[src/rtl/quad_step_decoder.sv]
// quad_step_decoder: quadrature A/B decoder that turns encoder phases into one-cycle step pulses
// Ports: clk; reset_n async active-low; quad_a/quad_b async encoder phases; enable gates step pulses;
// increment/decrement one-cycle step pulses; step_err one-cycle illegal-transition pulse;
// dir last accepted direction (1 = forward); locked high once the initial phase is captured.
// Macro QSD_ERR_CNT_EN adds err_count[7:0], a saturating count of step_err pulses.
module quad_step_decoder #(
  parameter int SYNC_STAGES = 2,
  parameter int FILTER_LEN  = 3
) (
  input  logic       clk,
  input  logic       reset_n,
  input  logic       quad_a,
  input  logic       quad_b,
  input  logic       enable,
  output logic       increment,
  output logic       decrement,
  output logic       step_err,
  output logic       dir,
`ifdef QSD_ERR_CNT_EN
  output logic [7:0] err_count,
`endif
  output logic       locked
);
  typedef enum logic {INIT, TRACK} state_t;
  localparam logic [3:0] FLIM = 4'(FILTER_LEN - 1);
  localparam logic [4:0] ILIM = 5'(SYNC_STAGES + FILTER_LEN - 1);
  logic [1:0][SYNC_STAGES-1:0] sync_q, sync_d;
  logic [1:0][3:0] fcnt_q, fcnt_d;
  logic [1:0] raw, lvl, hit, filt_q, filt_d, prev_q, prev_d, step;
  logic [4:0] init_q, init_d;
  state_t state_q, state_d;
  logic inc_q, inc_d, dec_q, dec_d, err_q, err_d, dir_q, dir_d;
  // Gray phase to position along the forward order 00,01,11,10
  function automatic logic [1:0] pos(input logic [1:0] p);
    return {p[1], p[1] ^ p[0]};
  endfunction
  assign raw = {quad_b, quad_a};
  assign step = pos(filt_q) - pos(prev_q);
  always_comb begin
    for (int i = 0; i < 2; i++) begin
      sync_d[i] = {sync_q[i][SYNC_STAGES-2:0], raw[i]};
      lvl[i] = sync_q[i][SYNC_STAGES-1];
      hit[i] = lvl[i] != filt_q[i] && fcnt_q[i] == FLIM;
      fcnt_d[i] = (lvl[i] == filt_q[i] || hit[i]) ? 4'd0 : fcnt_q[i] + 4'd1;
      filt_d[i] = hit[i] ? lvl[i] : filt_q[i];
    end
  end
  // INIT waits for the synchroniser to fill and the filters to settle before capturing the phase
  always_comb begin
    state_d = state_q;
    prev_d = prev_q;
    init_d = init_q;
    inc_d = 1'b0;
    dec_d = 1'b0;
    err_d = 1'b0;
    dir_d = dir_q;
    if (state_q == INIT) begin
      init_d = init_q == ILIM ? init_q : init_q + 5'd1;
      if (init_q == ILIM && filt_d == lvl) begin
        state_d = TRACK;
        prev_d = filt_d;
      end
    end else if (filt_q != prev_q) begin
      prev_d = filt_q;
      inc_d = step == 2'd1 && enable;
      dec_d = step == 2'd3 && enable;
      err_d = step == 2'd2;
      dir_d = step == 2'd1 ? 1'b1 : step == 2'd3 ? 1'b0 : dir_q;
    end
  end
  always_ff @(posedge clk or negedge reset_n) begin
    if (!reset_n) begin
      sync_q <= '0;
      fcnt_q <= '0;
      filt_q <= '0;
      prev_q <= '0;
      init_q <= '0;
      state_q <= INIT;
      inc_q <= 1'b0;
      dec_q <= 1'b0;
      err_q <= 1'b0;
      dir_q <= 1'b0;
    end else begin
      sync_q <= sync_d;
      fcnt_q <= fcnt_d;
      filt_q <= filt_d;
      prev_q <= prev_d;
      init_q <= init_d;
      state_q <= state_d;
      inc_q <= inc_d;
      dec_q <= dec_d;
      err_q <= err_d;
      dir_q <= dir_d;
    end
  end
  assign increment = inc_q;
  assign decrement = dec_q;
  assign step_err = err_q;
  assign dir = dir_q;
  assign locked = state_q == TRACK;
`ifdef QSD_ERR_CNT_EN
  logic [7:0] err_count_q, err_count_d;
  assign err_count_d = err_d && err_count_q != 8'hff ? err_count_q + 8'd1 : err_count_q;
  always_ff @(posedge clk or negedge reset_n) begin
    if (!reset_n) err_count_q <= '0;
    else err_count_q <= err_count_d;
  end
  assign err_count = err_count_q;
`endif
endmodule

[config.mk]
export PLATFORM = sky130hd
export DESIGN_NAME = quad_step_decoder
export DESIGN_NICKNAME = d
export VERILOG_FILES = /design/src/rtl/quad_step_decoder.sv
export SDC_FILE = /design/constraint.sdc
export NUM_CORES = 1
export LEC_CHECK = 0
export BUFFER_PORTS_ARGS = -buffer_cell sky130_fd_sc_hd__clkbuf_2
export CORE_ASPECT_RATIO = 1.4
export CORE_MARGIN = 4
export CORE_UTILIZATION = 45
export CTS_CLUSTER_SIZE = 14
export DETAILED_ROUTE_END_ITERATION = 8
export PLACE_DENSITY = 0.63
export SLEW_MARGIN = 20
export SYNTH_ARGS = -nofsm -noshare
export SYNTH_HDL_FRONTEND = slang
export SYNTH_SLANG_ARGS = --single-unit
[constraint.sdc]
create_clock -name clk -period 1.7 [get_ports clk]
set_input_delay 0.255 -clock clk [delete_from_list [all_inputs] [get_ports clk]]
set_output_delay 0.255 -clock clk [all_outputs]
set_load 0.005 [all_outputs]
==> results of run 1 <==
## layout make-up
cell class	count	area, sq um	share of cell area (%)
timing repair buffer	25	173	11.9
tap	34	42.5	2.94
clock inverter	1	30.0	2.07
sequential	26	651	44.9
inverter	6	22.5	1.56
multi-input combinational	66	507	35.0
clock buffer	3	22.5	1.56
## power by group through the flow
stage               clock network (mW)  registers (mW)  logic [mW]
global route                     0.462           0.849        1.26
global placement                     0           0.841        1.07
floorplan                            0           0.877       0.734
CTS                              0.444           0.836        1.16
finish                           0.432           0.832        1.14
detailed placement                   0           0.849        1.11
## cell families after synthesis
logic type               count (synthesis)  share of synthesized area, %
AO/OA/AOI/OAI                            8                          5.83
XOR/XNOR                                15                          11.1
adder cells (fa/ha/maj)                  7                          7.42
buffers and inverters                    7                          2.23
flip-flops                              26                          55.1
multiplexers                             5                          4.56
AND/OR/NAND/NOR                         31                          13.7
## worst max-delay path, delay by kind of cell, from the launching register on
kind,cells,cell delay [ns]
adder cells (fa/ha/maj),1,0.12
AND/OR/NAND/NOR,1,0.39
AO/OA/AOI/OAI,2,0.55
multiplexers,1,0.24
flip-flops,1,0.41
buffers and inverters,1,0.06
## synthesized netlist by cell type
cell type,instances,area share [%]
sky130_fd_sc_hd__dfrtp_1,26,55
sky130_fd_sc_hd__nor2_1,13,4.1
sky130_fd_sc_hd__xnor2_1,9,6.7
sky130_fd_sc_hd__ha_1,7,7.4
sky130_fd_sc_hd__inv_1,6,1.9
sky130_fd_sc_hd__nand2_1,6,1.9
sky130_fd_sc_hd__xor2_1,6,4.5
sky130_fd_sc_hd__a21oi_1,4,1.7
sky130_fd_sc_hd__mux2_2,3,2.9
sky130_fd_sc_hd__mux2i_1,2,1.7
sky130_fd_sc_hd__nand3_1,2,0.85
sky130_fd_sc_hd__nor2b_1,2,1.1
sky130_fd_sc_hd__o22a_1,2,1.5
sky130_fd_sc_hd__or3b_4,2,1.9
sky130_fd_sc_hd__a221oi_4,1,2.2
sky130_fd_sc_hd__and3_1,1,0.53
sky130_fd_sc_hd__clkbuf_1,1,0.32
sky130_fd_sc_hd__nand2b_1,1,0.53
sky130_fd_sc_hd__nand4_1,1,0.53
sky130_fd_sc_hd__nand4b_1,1,0.74
sky130_fd_sc_hd__nand4bb_1,1,0.95
sky130_fd_sc_hd__o21ai_0,1,0.42
sky130_fd_sc_hd__or2_2,1,0.53
## sequential cells by signal, indices dropped and copies added, names as in the netlist, 2 cells and up
| name | count |
|---|---|
| prev_q | 2 |
| filt_q | 2 |
| fcnt_q | 8 |
| lvl | 2 |
| init_q | 5 |
| sync_d | 2 |
## per-stage QoR
step	instance area (sq um)	instances	setup WS (ns)
after detailed placement	1350	153	-0.109
after global routing	1450	161	-0.239
after CTS	1440	160	-0.144
final	1450	161	-0.120
after floorplan	1180	99	-0.0427
after global placement	1350	153	-0.0321
## worst max path at each step
stage	start	endpoint	slack (ns)	depth (start not counted)
3_3_place_gp	fcnt_q[4]	prev_q[1]	-0.03	6
6_report	fcnt_q[4]	prev_q[1]	-0.12	6
2_1_floorplan	fcnt_q[4]	prev_q[0]	-0.04	6
4_1_cts	fcnt_q[4]	prev_q[1]	-0.14	6
3_5_place_dp	fcnt_q[4]	prev_q[1]	-0.11	6
5_1_grt	fcnt_q[4]	prev_q[0]	-0.24	6
## layer usage
layer / vias to the layer above / GRT usage [%] / share of wire (%)
met1: 370 / 12.3 / 38
met4: 0 / 7.87 / 2.4
met5: - / 0 / 0
met2: 12 / 27.3 / 57
li1: 379 / - / -
met3: 5 / 2.58 / 2.7
## what timing repair did
item | 4_1_cts | 5_1_grt
setup endpoints to repair | 3 | 2
endpoints found under the hold margin | 27 | 1
gates resized for setup | 1 | 0
pin swaps | 1 | 2
setup buffers | 1 | 0
hold buffers | 2 | 1
==> metrics.sh, run 1 <==
CTS_BUFFERS=3
REPORTED_LEAKAGE_POWER_nW=0.706
GLOBALROUTETOTALUTIL_PCT=13.5
NUMCLOCKSINKS=26
DIE_Y_MICRONS=68.6
TIMING.FINAL.CRIT_SHARE_PCT=107
POWER.DENSITY_nW_PER_UM2=1660
INSERTION_DELAY_NS=0.33
HORIZ_DIE_DIM_MICRONS=51.3
FF_TO_FF_END='prev_q[1]'
LAYOUT_COMMON_CELLS='sky130_fd_sc_hd__dfrtp_1 (26), sky130_fd_sc_hd__nor2_1 (13), sky130_fd_sc_hd__buf_4 (13)'
ANTENNA_LEFT=0
GLOBALROUTE.TOTALOVERFLOW=0
FINAL_NET_COUNT=140
INTERNAL-POWER_mW=1.58
HOLDPATHEND='decrement'
CRITICAL-PATH-SLOWEST-CELL='sky130_fd_sc_hd__dfrtp_1'
SYNTH_WARNINGS=0
TOTALWIRELENGTH_MICRONS=1980
WORST-R2R-CELL-COUNT=6
POWER.COMBINATIONAL.FRACTION_PCT=47.4
SETUP_REPAIR_AFTER_GLOBAL_ROUTING_MISSED_ITS_MARGIN='true'
SYNTHCELLS=99
YOSYS_CELL_TYPES=23
WORST-R2R-SETUP-SLACK_NS=-0.12
SWITCHINGPOWER_mW=0.824
TIMING.HOLD.WORST.CLASS='input pin to flop'
IRDROPWORSTVDD_V=0.000701
FIRST_ITER_VIOLATIONS=13
POSTSYNTHNETCOUNT=111
ENDPOINT_KIND='flop'
WORSTPATHCELLLIST='inv_1 > ha_1 > or3b_4 > a221oi_4 > mux2i_1 > o22a_1'
NUM_ROWS=21
SYNTH_AREA_SQ_UM=1180
WORST_HOLD_SLACK_NS=0.122
DESIGN_POWER_TOTAL_mW=2.40
FAILED_CHECKS='negative setup slack'
CLOCKBUFFERDEPTH=2
ANTENNA-DIODE-COUNT=0
CLOCK_POWER_SHARE_PCT=18.0
CLOCK_TREE.ROOT_CELL='sky130_fd_sc_hd__clkbuf_4'
DRIVE_ABOVE_1_SHARE_PCT=26.8
DRT_DRC_VIOLATIONS_LEFT=0
DPL.HPWL_MICRONS=1470
FIRST_PASS_GRT_WIRE_LENGTH_MICRONS=3420
FINAL_PERIOD_MINUS_WORST_SETUP_SLACK_NS=1.82
FINAL.SETUP.TNS_NS=-0.237
P_SW_SHARE_PCT=34.3
ROUTED-VIA-COUNT=766
FINAL_CORE_UTILIZATION_PCT=59.2
FINAL_LAYOUT_FILL_CELL_COUNT=219
CTS.REPORTEDPATHS.CLKPINSLEW_NS=0.15
FINALMAXSLEWVIOLATIONS=0
CTS-HTREE-LEVELS=1
FINAL_COMMON_CELL='sky130_fd_sc_hd__dfrtp_1'
SYN_TO_FINAL_GROWTH_PCT=22.7
SETUP_WS_NS=-0.120
SETUP.WORST_PATH.CLASS='flop to flop'
R2R-START='fcnt_q[4]'
MIN_FROM='enable'
VIA_PER_INST=4.76
GRT_START_MAX_NET_PINS=27
CORE_AREA_SQ_UM=2440
GRT_PASS1_VIAS=837
YOSYSSEQAREASHARE_PCT=55.1
ACHIEVABLE-FREQUENCY_MHz=549
REQUIRED_NS=1.99
WORST_HOLD_PATH.NUM_CELLS=3
SLEW_HEADROOM_PCT=58.0
RUN_STATUS='complete, but fails checks'
CTS_TREE='done'
BUFFER_PORTS.INSERTED=9
FINAL_HOLD_VIOL_COUNT=0
IOS=10
POWER_FRAC_SEQ_PCT=34.6
WORST_PIN_SLEW_NS=0.630
SETUP_VIOL=2
FINAL.SETUP_SKEW_NS=0.00561
CAP_VIOLATIONS=0
DRT_FIRST_PASS_ITERS=2
INITIAL_UTILIZATION_PCT=48.3
DIE-AREA_SQ_UM=3520
SYNTHESIS.AREA_PER_INSTANCE_SQ_UM=11.9
CRIT_PATH_MAX_INCR_DELAY_NS=0.41
GP_CONGESTION=0.774
KIND_OF_START_POINT_OF_THE_CRITICAL_PATH='flop'
CRITICAL_PATH_ARRIVAL_NS=2.11
WORSTPATHMAXFANOUT=5
YS_SEQ_ELEMENTS=26
GRT_ANTENNA_BEFORE_REPAIR=0
DETAIL_ROUTE.WL_PER_CELL_MICRONS=12.3
No activity file was read; power rests on OpenSTA's default activity.
==> run 2: changes to the inputs <==
- PLACE_DENSITY: 0.63 -> default
- PLACE_DENSITY_LB_ADDON: default -> 0.3
==> metrics.sh, run 2 (synthesis results as in run 1) <==
POST-CTS-SETUP-BUFFER-COUNT=0  # was 1
CRITICAL_PATH_ARRIVAL_NS=2.03  # was 2.11 ns
GLOBALROUTETOTALUTIL_PCT=12.4  # was 13.5%
LAYOUT_COMMON_CELLS='sky130_fd_sc_hd__dfrtp_1 (26), sky130_fd_sc_hd__nor2_1 (13), sky130_fd_sc_hd__buf_4 (10)'  # was sky130_fd_sc_hd__dfrtp_1 (26), sky130_fd_sc_hd__nor2_1 (13), sky130_fd_sc_hd__buf_4 (13)
DIE-AREA_SQ_UM=3520  # unchanged
FIRST_ITER_VIOLATIONS=7  # was 13
FINAL_HOLD_VIOL_COUNT=0  # unchanged
IOS=10  # unchanged
FINAL-INSTANCE-COUNT-EXCL-FILL=155  # was 161
SETUP_WS_NS=-0.0598  # was -0.120 ns
GP_CONGESTION=0.708  # was 0.774
REQUIRED_NS=1.97  # was 1.99 ns
DETAIL_ROUTE.WL_PER_CELL_MICRONS=11.5  # was 12.3 microns
SLEW_HEADROOM_PCT=58.8  # was 58.0%
DRIVE_ABOVE_1_SHARE_PCT=25.6  # was 26.8%
REGAREA_SQ_UM=651  # unchanged
INITIAL_UTILIZATION_PCT=48.3  # unchanged
TIMING.HOLD.WORST.CLASS='input pin to flop'  # unchanged
ANTENNA_LEFT=0  # unchanged
DP_CELLS=151  # was 153
FAILED_CHECKS='negative setup slack'  # unchanged
TIMING.FINAL.CRIT_SHARE_PCT=104  # was 107%
SYN_TO_FINAL_GROWTH_PCT=17.2  # was 22.7%
HORIZ_DIE_DIM_MICRONS=51.3  # unchanged
NUM_ROWS=21  # unchanged
GRT_PASS1_VIAS=801  # was 837
DIE_Y_MICRONS=68.6  # unchanged
INSERTION_DELAY_NS=0.32  # was 0.33 ns
CTS_BUFFERS=3  # unchanged
CTS-HTREE-LEVELS=1  # unchanged
CORE_AREA_SQ_UM=2440  # unchanged
VIA_PER_INST=4.79  # was 4.76
RUN_STATUS='complete, but fails checks'  # unchanged
ANTENNA-DIODE-COUNT=0  # unchanged
MULTI_INPUT_AREA_SQ_UM=514  # was 507 sq um
SETUP.WORST_PATH.CLASS='flop to flop'  # unchanged
DESIGN_POWER_TOTAL_mW=2.22  # was 2.40 mW
FINAL_NET_COUNT=135  # was 140
SETUP_REPAIR_AFTER_GLOBAL_ROUTING_MISSED_ITS_MARGIN='true'  # unchanged
TOP_REGS='fcnt_q (8), init_q (5)'  # unchanged
GLOBALROUTE.TOTALOVERFLOW=0  # unchanged
CLOCK_TREE.ROOT_CELL='sky130_fd_sc_hd__clkbuf_4'  # unchanged
FIRST_PASS_GRT_WIRE_LENGTH_MICRONS=3210  # was 3420 microns
DRT_DRC_VIOLATIONS_LEFT=0  # unchanged
ENDPOINT_KIND='flop'  # unchanged
NUMCLOCKSINKS=26  # unchanged
FINAL.SETUP.TNS_NS=-0.115  # was -0.237 ns
FINALMAXSLEWVIOLATIONS=0  # unchanged
CAP_VIOLATIONS=0  # unchanged
CLOCKBUFFERDEPTH=2  # unchanged
WORSTPATHMAXFANOUT=5  # unchanged
GRT_ANTENNA_BEFORE_REPAIR=0  # unchanged
FINAL_COMMON_CELL='sky130_fd_sc_hd__dfrtp_1'  # unchanged
BUFFER_PORTS.INSERTED=9  # unchanged
ROUTED-VIA-COUNT=742  # was 766
FINAL_LAYOUT_FILL_CELL_COUNT=216  # was 219
REPORTED_LEAKAGE_POWER_nW=0.675  # was 0.706 nW
WORST_PIN_SLEW_NS=0.618  # was 0.630 ns
CTS.REPORTEDPATHS.CLKPINSLEW_NS=0.13  # was 0.15 ns
FINAL.SETUP_SKEW_NS=0.00340  # was 0.00561 ns
KIND_OF_START_POINT_OF_THE_CRITICAL_PATH='flop'  # unchanged
WORST_HOLD_SLACK_NS=0.0348  # was 0.122 ns
DRT_FIRST_PASS_ITERS=4  # was 2
GRT_START_MAX_NET_PINS=27  # unchanged
SETUP_VIOL=2  # unchanged
POWER.DENSITY_nW_PER_UM2=1610  # was 1660 nW/um^2
ACHIEVABLE-FREQUENCY_MHz=568  # was 549 MHz
CTS_TREE='done'  # unchanged
FINAL_PERIOD_MINUS_WORST_SETUP_SLACK_NS=1.76  # was 1.82 ns
IRDROPWORSTVDD_V=0.00102  # was 0.000701 V
DPL.HPWL_MICRONS=1330  # was 1470 microns
LARGEST_REGISTER='fcnt_q'  # unchanged
LARGEST_REGISTER_FF_COUNT=8  # unchanged
TOTALWIRELENGTH_MICRONS=1780  # was 1980 microns
run 2: changes by cell type in the layout (fill, tap and decap cells not counted):
cell,before,now
sky130_fd_sc_hd__dlygate4sd3_1,3,1
sky130_fd_sc_hd__xnor2_1,9,8
sky130_fd_sc_hd__bufinv_16,1,0
sky130_fd_sc_hd__buf_4,13,10
sky130_fd_sc_hd__xnor2_2,0,1
run 2: critical path: stages (launching register included):
cell and delay, ns:
sky130_fd_sc_hd__dfrtp_1 0.39, sky130_fd_sc_hd__inv_1 0.06, sky130_fd_sc_hd__ha_1 0.13, sky130_fd_sc_hd__or3b_4 0.39, sky130_fd_sc_hd__a221oi_4 0.37, sky130_fd_sc_hd__mux2i_1 0.23
sky130_fd_sc_hd__o22a_1 0.15
run 2: metrics by stage:
step | util [%] | area (sq um) | worst slack [ns]
finish | 56.6 | 1380 | -0.0598
global route | 56.6 | 1380 | -0.195
CTS | 56.1 | 1370 | -0.0797
detailed placement | 54.8 | 1340 | -0.0580
global placement | 54.8 | 1340 | -0.0216
floorplan | - | 1180 | -0.0427
run 2: where the power goes:
| part | internal [mW] | switching [mW] |
|---|---|---|
| clock | 0.0831 | 0.166 |
| sequential | 0.757 | 0.0823 |
| combinational | 0.580 | 0.554 |
| total | 1.42 | 0.802 |
run 2: area by class of cell:
cell class                      count  area share, %
Clock buffer                        3           1.63
Tap cell                           34           3.08
Sequential cell                    26           47.1
Inverter                            6           1.63
Timing Repair Buffer               20           9.41
Multi-Input combinational cell     66           37.2
run 2: worst paths after layout:
| kind | end | start | cells after the start | slack [ns] |
|---|---|---|---|---|
| worst max-delay path | prev_q[1] | fcnt_q[4] | 6 | -0.06 |
| worst min-delay path | sync_d[3] | quad_b | 1 | 0.03 |
| worst max register to register | prev_q[1] | fcnt_q[4] | 6 | -0.06 |
| worst min register to register | lvl[0] | sync_d[1] | 0 | 0.36 |
| max in group asynchronous | fcnt_q[2] | reset_n | 2 | 0.83 |
| min in group asynchronous | dir | reset_n | 2 | 0.47 |
run 2: what timing repair did:
action / CTS / global route
pin swaps: 1 / 0
endpoints found under the setup margin: 2 / 3
resized for setup: 0 / 2
endpoints found under the hold margin: 26 / 0
hold buffers: 1 / 0
run 2: metal layers:
metal | GRT usage [%] | vias up | routed length (microns)
met5 | 0 | - | 0
met4 | 5.90 | 0 | 38
li1 | - | 368 | -
met3 | 2.58 | 5 | 84
met2 | 23.2 | 15 | 894
met1 | 13.2 | 354 | 764
==> run 3: changes to the inputs <==
- CORE_UTILIZATION: 45 -> 51
- SLEW_MARGIN: 20 -> default
==> metrics.sh, run 3 (synthesis results as in run 1) <==
RUN_STATUS='complete, but fails checks'  # unchanged
FAILED_CHECKS='negative setup slack'  # unchanged
FF_TO_FF_END='prev_q[0]'  # was prev_q[1]
POST-CTS-SETUP-BUFFER-COUNT=0  # unchanged
LARGEST_REGISTER_FF_COUNT=8  # unchanged
TOP_REGS='fcnt_q (8), init_q (5)'  # unchanged
WORST_PIN_SLEW_NS=0.606  # was 0.618 ns
IRDROPWORSTVDD_V=0.000893  # was 0.00102 V
NUM_ROWS=20  # was 21
ANTENNA-DIODE-COUNT=0  # unchanged
DRT_DRC_VIOLATIONS_LEFT=0  # unchanged
WORSTPATHMAXFANOUT=5  # unchanged
SETUP_REPAIR_AFTER_GLOBAL_ROUTING_MISSED_ITS_MARGIN='true'  # unchanged
TOTALWIRELENGTH_MICRONS=1790  # was 1780 microns
REQUIRED_NS=1.92  # was 1.97 ns
INSTANCE_AREA_AT_PLACEMENT_SQ_UM=1320  # was 1340 sq um
SLEW_HEADROOM_PCT=59.6  # was 58.8%
VIA_PER_INST=5.30  # was 4.79
FINALMAXSLEWVIOLATIONS=0  # unchanged
FINAL.SETUP_SKEW_NS=0.0181  # was 0.00340 ns
SETUP.WORST_PATH.CLASS='flop to flop'  # unchanged
CLOCKBUFFERDEPTH=2  # unchanged
DESIGN_POWER_TOTAL_mW=2.35  # was 2.22 mW
ANTENNA_LEFT=0  # unchanged
ENDPOINT_KIND='flop'  # unchanged
DRT_FIRST_PASS_ITERS=4  # unchanged
ACHIEVABLE-FREQUENCY_MHz=553  # was 568 MHz
FINAL_LAYOUT_FILL_CELL_COUNT=183  # was 216
GLOBALROUTETOTALUTIL_PCT=13.2  # was 12.4%
CTS-HTREE-LEVELS=1  # unchanged
WORST-R2R-CELL-COUNT=6  # unchanged
WORST_HOLD_PATH.NUM_CELLS=1  # unchanged
CTS.REPORTEDPATHS.CLKPINSLEW_NS=0.15  # was 0.13 ns
DETAIL_ROUTE.WL_PER_CELL_MICRONS=12.4  # was 11.5 microns
HOLDPATHEND='sync_d[1]'  # was sync_d[3]
GLOBALROUTE.TOTALOVERFLOW=0  # unchanged
GRT_PASS1_VIAS=763  # was 801
FINAL.SETUP.TNS_NS=-0.201  # was -0.115 ns
SYN_TO_FINAL_GROWTH_PCT=18.7  # was 17.2%
INITIAL_UTILIZATION_PCT=53.6  # was 48.3%
CLOCK_TREE.ROOT_CELL='sky130_fd_sc_hd__clkbuf_4'  # unchanged
FIRST_ITER_VIOLATIONS=5  # was 7
SETUP_VIOL=2  # unchanged
NUMCLOCKSINKS=26  # unchanged
MIN_FROM='quad_a'  # was quad_b
TIMING.FINAL.CRIT_SHARE_PCT=106  # was 104%
GP_CONGESTION=0.679  # was 0.708
LARGEST_REGISTER='fcnt_q'  # unchanged
KIND_OF_START_POINT_OF_THE_CRITICAL_PATH='flop'  # unchanged
DIE_Y_MICRONS=64.9  # was 68.6 microns
LAYOUT_COMMON_CELLS='sky130_fd_sc_hd__dfrtp_1 (26), sky130_fd_sc_hd__nor2_1 (13), sky130_fd_sc_hd__buf_4 (10)'  # unchanged
CRITICAL_PATH_ARRIVAL_NS=2.02  # was 2.03 ns
FINISH.INSTANCE_AREA_SQ_UM=1400  # was 1380 sq um
FINAL_CORE_UTILIZATION_PCT=63.6  # was 56.6%
HORIZ_DIE_DIM_MICRONS=48.7  # was 51.3 microns
CORE_AREA_SQ_UM=2200  # was 2440 sq um
POWER.DENSITY_nW_PER_UM2=1680  # was 1610 nW/um^2
FIRST_PASS_GRT_WIRE_LENGTH_MICRONS=3230  # was 3210 microns
FINAL_NET_COUNT=136  # was 135
WORST-R2R-SETUP-SLACK_NS=-0.11  # was -0.06 ns
R2R-START='fcnt_q[4]'  # unchanged
FINAL_HOLD_VIOL_COUNT=0  # unchanged
GRT_ANTENNA_BEFORE_REPAIR=0  # unchanged
GRT_START_MAX_NET_PINS=27  # unchanged
FINAL_PERIOD_MINUS_WORST_SETUP_SLACK_NS=1.81  # was 1.76 ns
TIMING.HOLD.WORST.CLASS='input pin to flop'  # unchanged
DPL.HPWL_MICRONS=1400  # was 1330 microns
DRIVE_ABOVE_1_SHARE_PCT=25.2  # was 25.6%
BUFFER_PORTS.INSERTED=9  # unchanged
IOS=10  # unchanged
SETUP_WS_NS=-0.109  # was -0.0598 ns
CTS_TREE='done'  # unchanged
DIE-AREA_SQ_UM=3160  # was 3520 sq um
REPORTED_LEAKAGE_POWER_nW=0.688  # was 0.675 nW
ROUTED-VIA-COUNT=768  # was 742
CAP_VIOLATIONS=0  # unchanged
CTS_BUFFERS=3  # unchanged
FINAL_COMMON_CELL='sky130_fd_sc_hd__dfrtp_1'  # unchanged
INSERTION_DELAY_NS=0.33  # was 0.32 ns
run 3: cell types whose count changed in the layout (fill, tap and decap cells not counted):
cell,previous run,this run
sky130_fd_sc_hd__bufinv_16,0,1
sky130_fd_sc_hd__dlygate4sd3_1,1,2
sky130_fd_sc_hd__xnor2_1,8,9
sky130_fd_sc_hd__xnor2_2,1,0
run 3: per-stage QoR:
step           hold slack, ns  cells  worst slack [ns]
3_3_place_gp            0.294    139           -0.0185
2_1_floorplan         -0.0406     99           -0.0427
5_1_grt               0.00662    145            -0.187
6_report               0.0363    145            -0.109
4_1_cts                0.0147    144            -0.118
3_5_place_dp            0.297    139           -0.0879
run 3: metal layers:
| layer | share of wire (%) | vias up | GRT usage (%) |
|---|---|---|---|
| li1 | - | 375 | - |
| met2 | 52 | 15 | 23.7 |
| met5 | 0 | - | 0 |
| met4 | 1.7 | 0 | 7.07 |
| met3 | 4.0 | 4 | 2.99 |
| met1 | 42 | 374 | 13.9 |
run 3: area by class of cell:
class	instances	area, sq um	share of cell area, %
Tap cell	22	27.5	1.97
Clock inverter	1	30.0	2.14
Inverter	6	22.5	1.61
Multi-Input combinational cell	66	507	36.2
Sequential cell	26	651	46.5
Timing Repair Buffer	21	140	10.0
Clock buffer	3	22.5	1.61
run 3: worst max path at each step:
stage,depth (start not counted),endpoint,slack [ns],start
final,6,prev_q[0],-0.11,fcnt_q[4]
after global routing,6,prev_q[1],-0.19,fcnt_q[4]
after CTS,6,prev_q[0],-0.12,fcnt_q[4]
after detailed placement,6,prev_q[1],-0.09,fcnt_q[4]
after global placement,6,prev_q[1],-0.02,fcnt_q[4]
after floorplan,6,prev_q[0],-0.04,fcnt_q[4]
run 3: what timing repair did:
item,4_1_cts,5_1_grt
gates cloned,0,0
resized for setup,0,1
setup endpoints to repair,2,3
hold buffers,1,1
endpoints found under the hold margin,26,1
run 3: report_power, final:
part           total [mW]  internal [mW]  switching [mW]
Clock               0.423          0.239           0.185
Combinational        1.10          0.565           0.535
Sequential          0.831          0.757          0.0741
run 3: worst max-delay path, stage by stage, from the launching register on:
cell and delay (ns):
sky130_fd_sc_hd__dfrtp_1 0.40, sky130_fd_sc_hd__inv_1 0.06, sky130_fd_sc_hd__ha_1 0.14, sky130_fd_sc_hd__or3b_4 0.40, sky130_fd_sc_hd__a221oi_4 0.38, sky130_fd_sc_hd__mux2i_1 0.12
sky130_fd_sc_hd__o22a_1 0.21
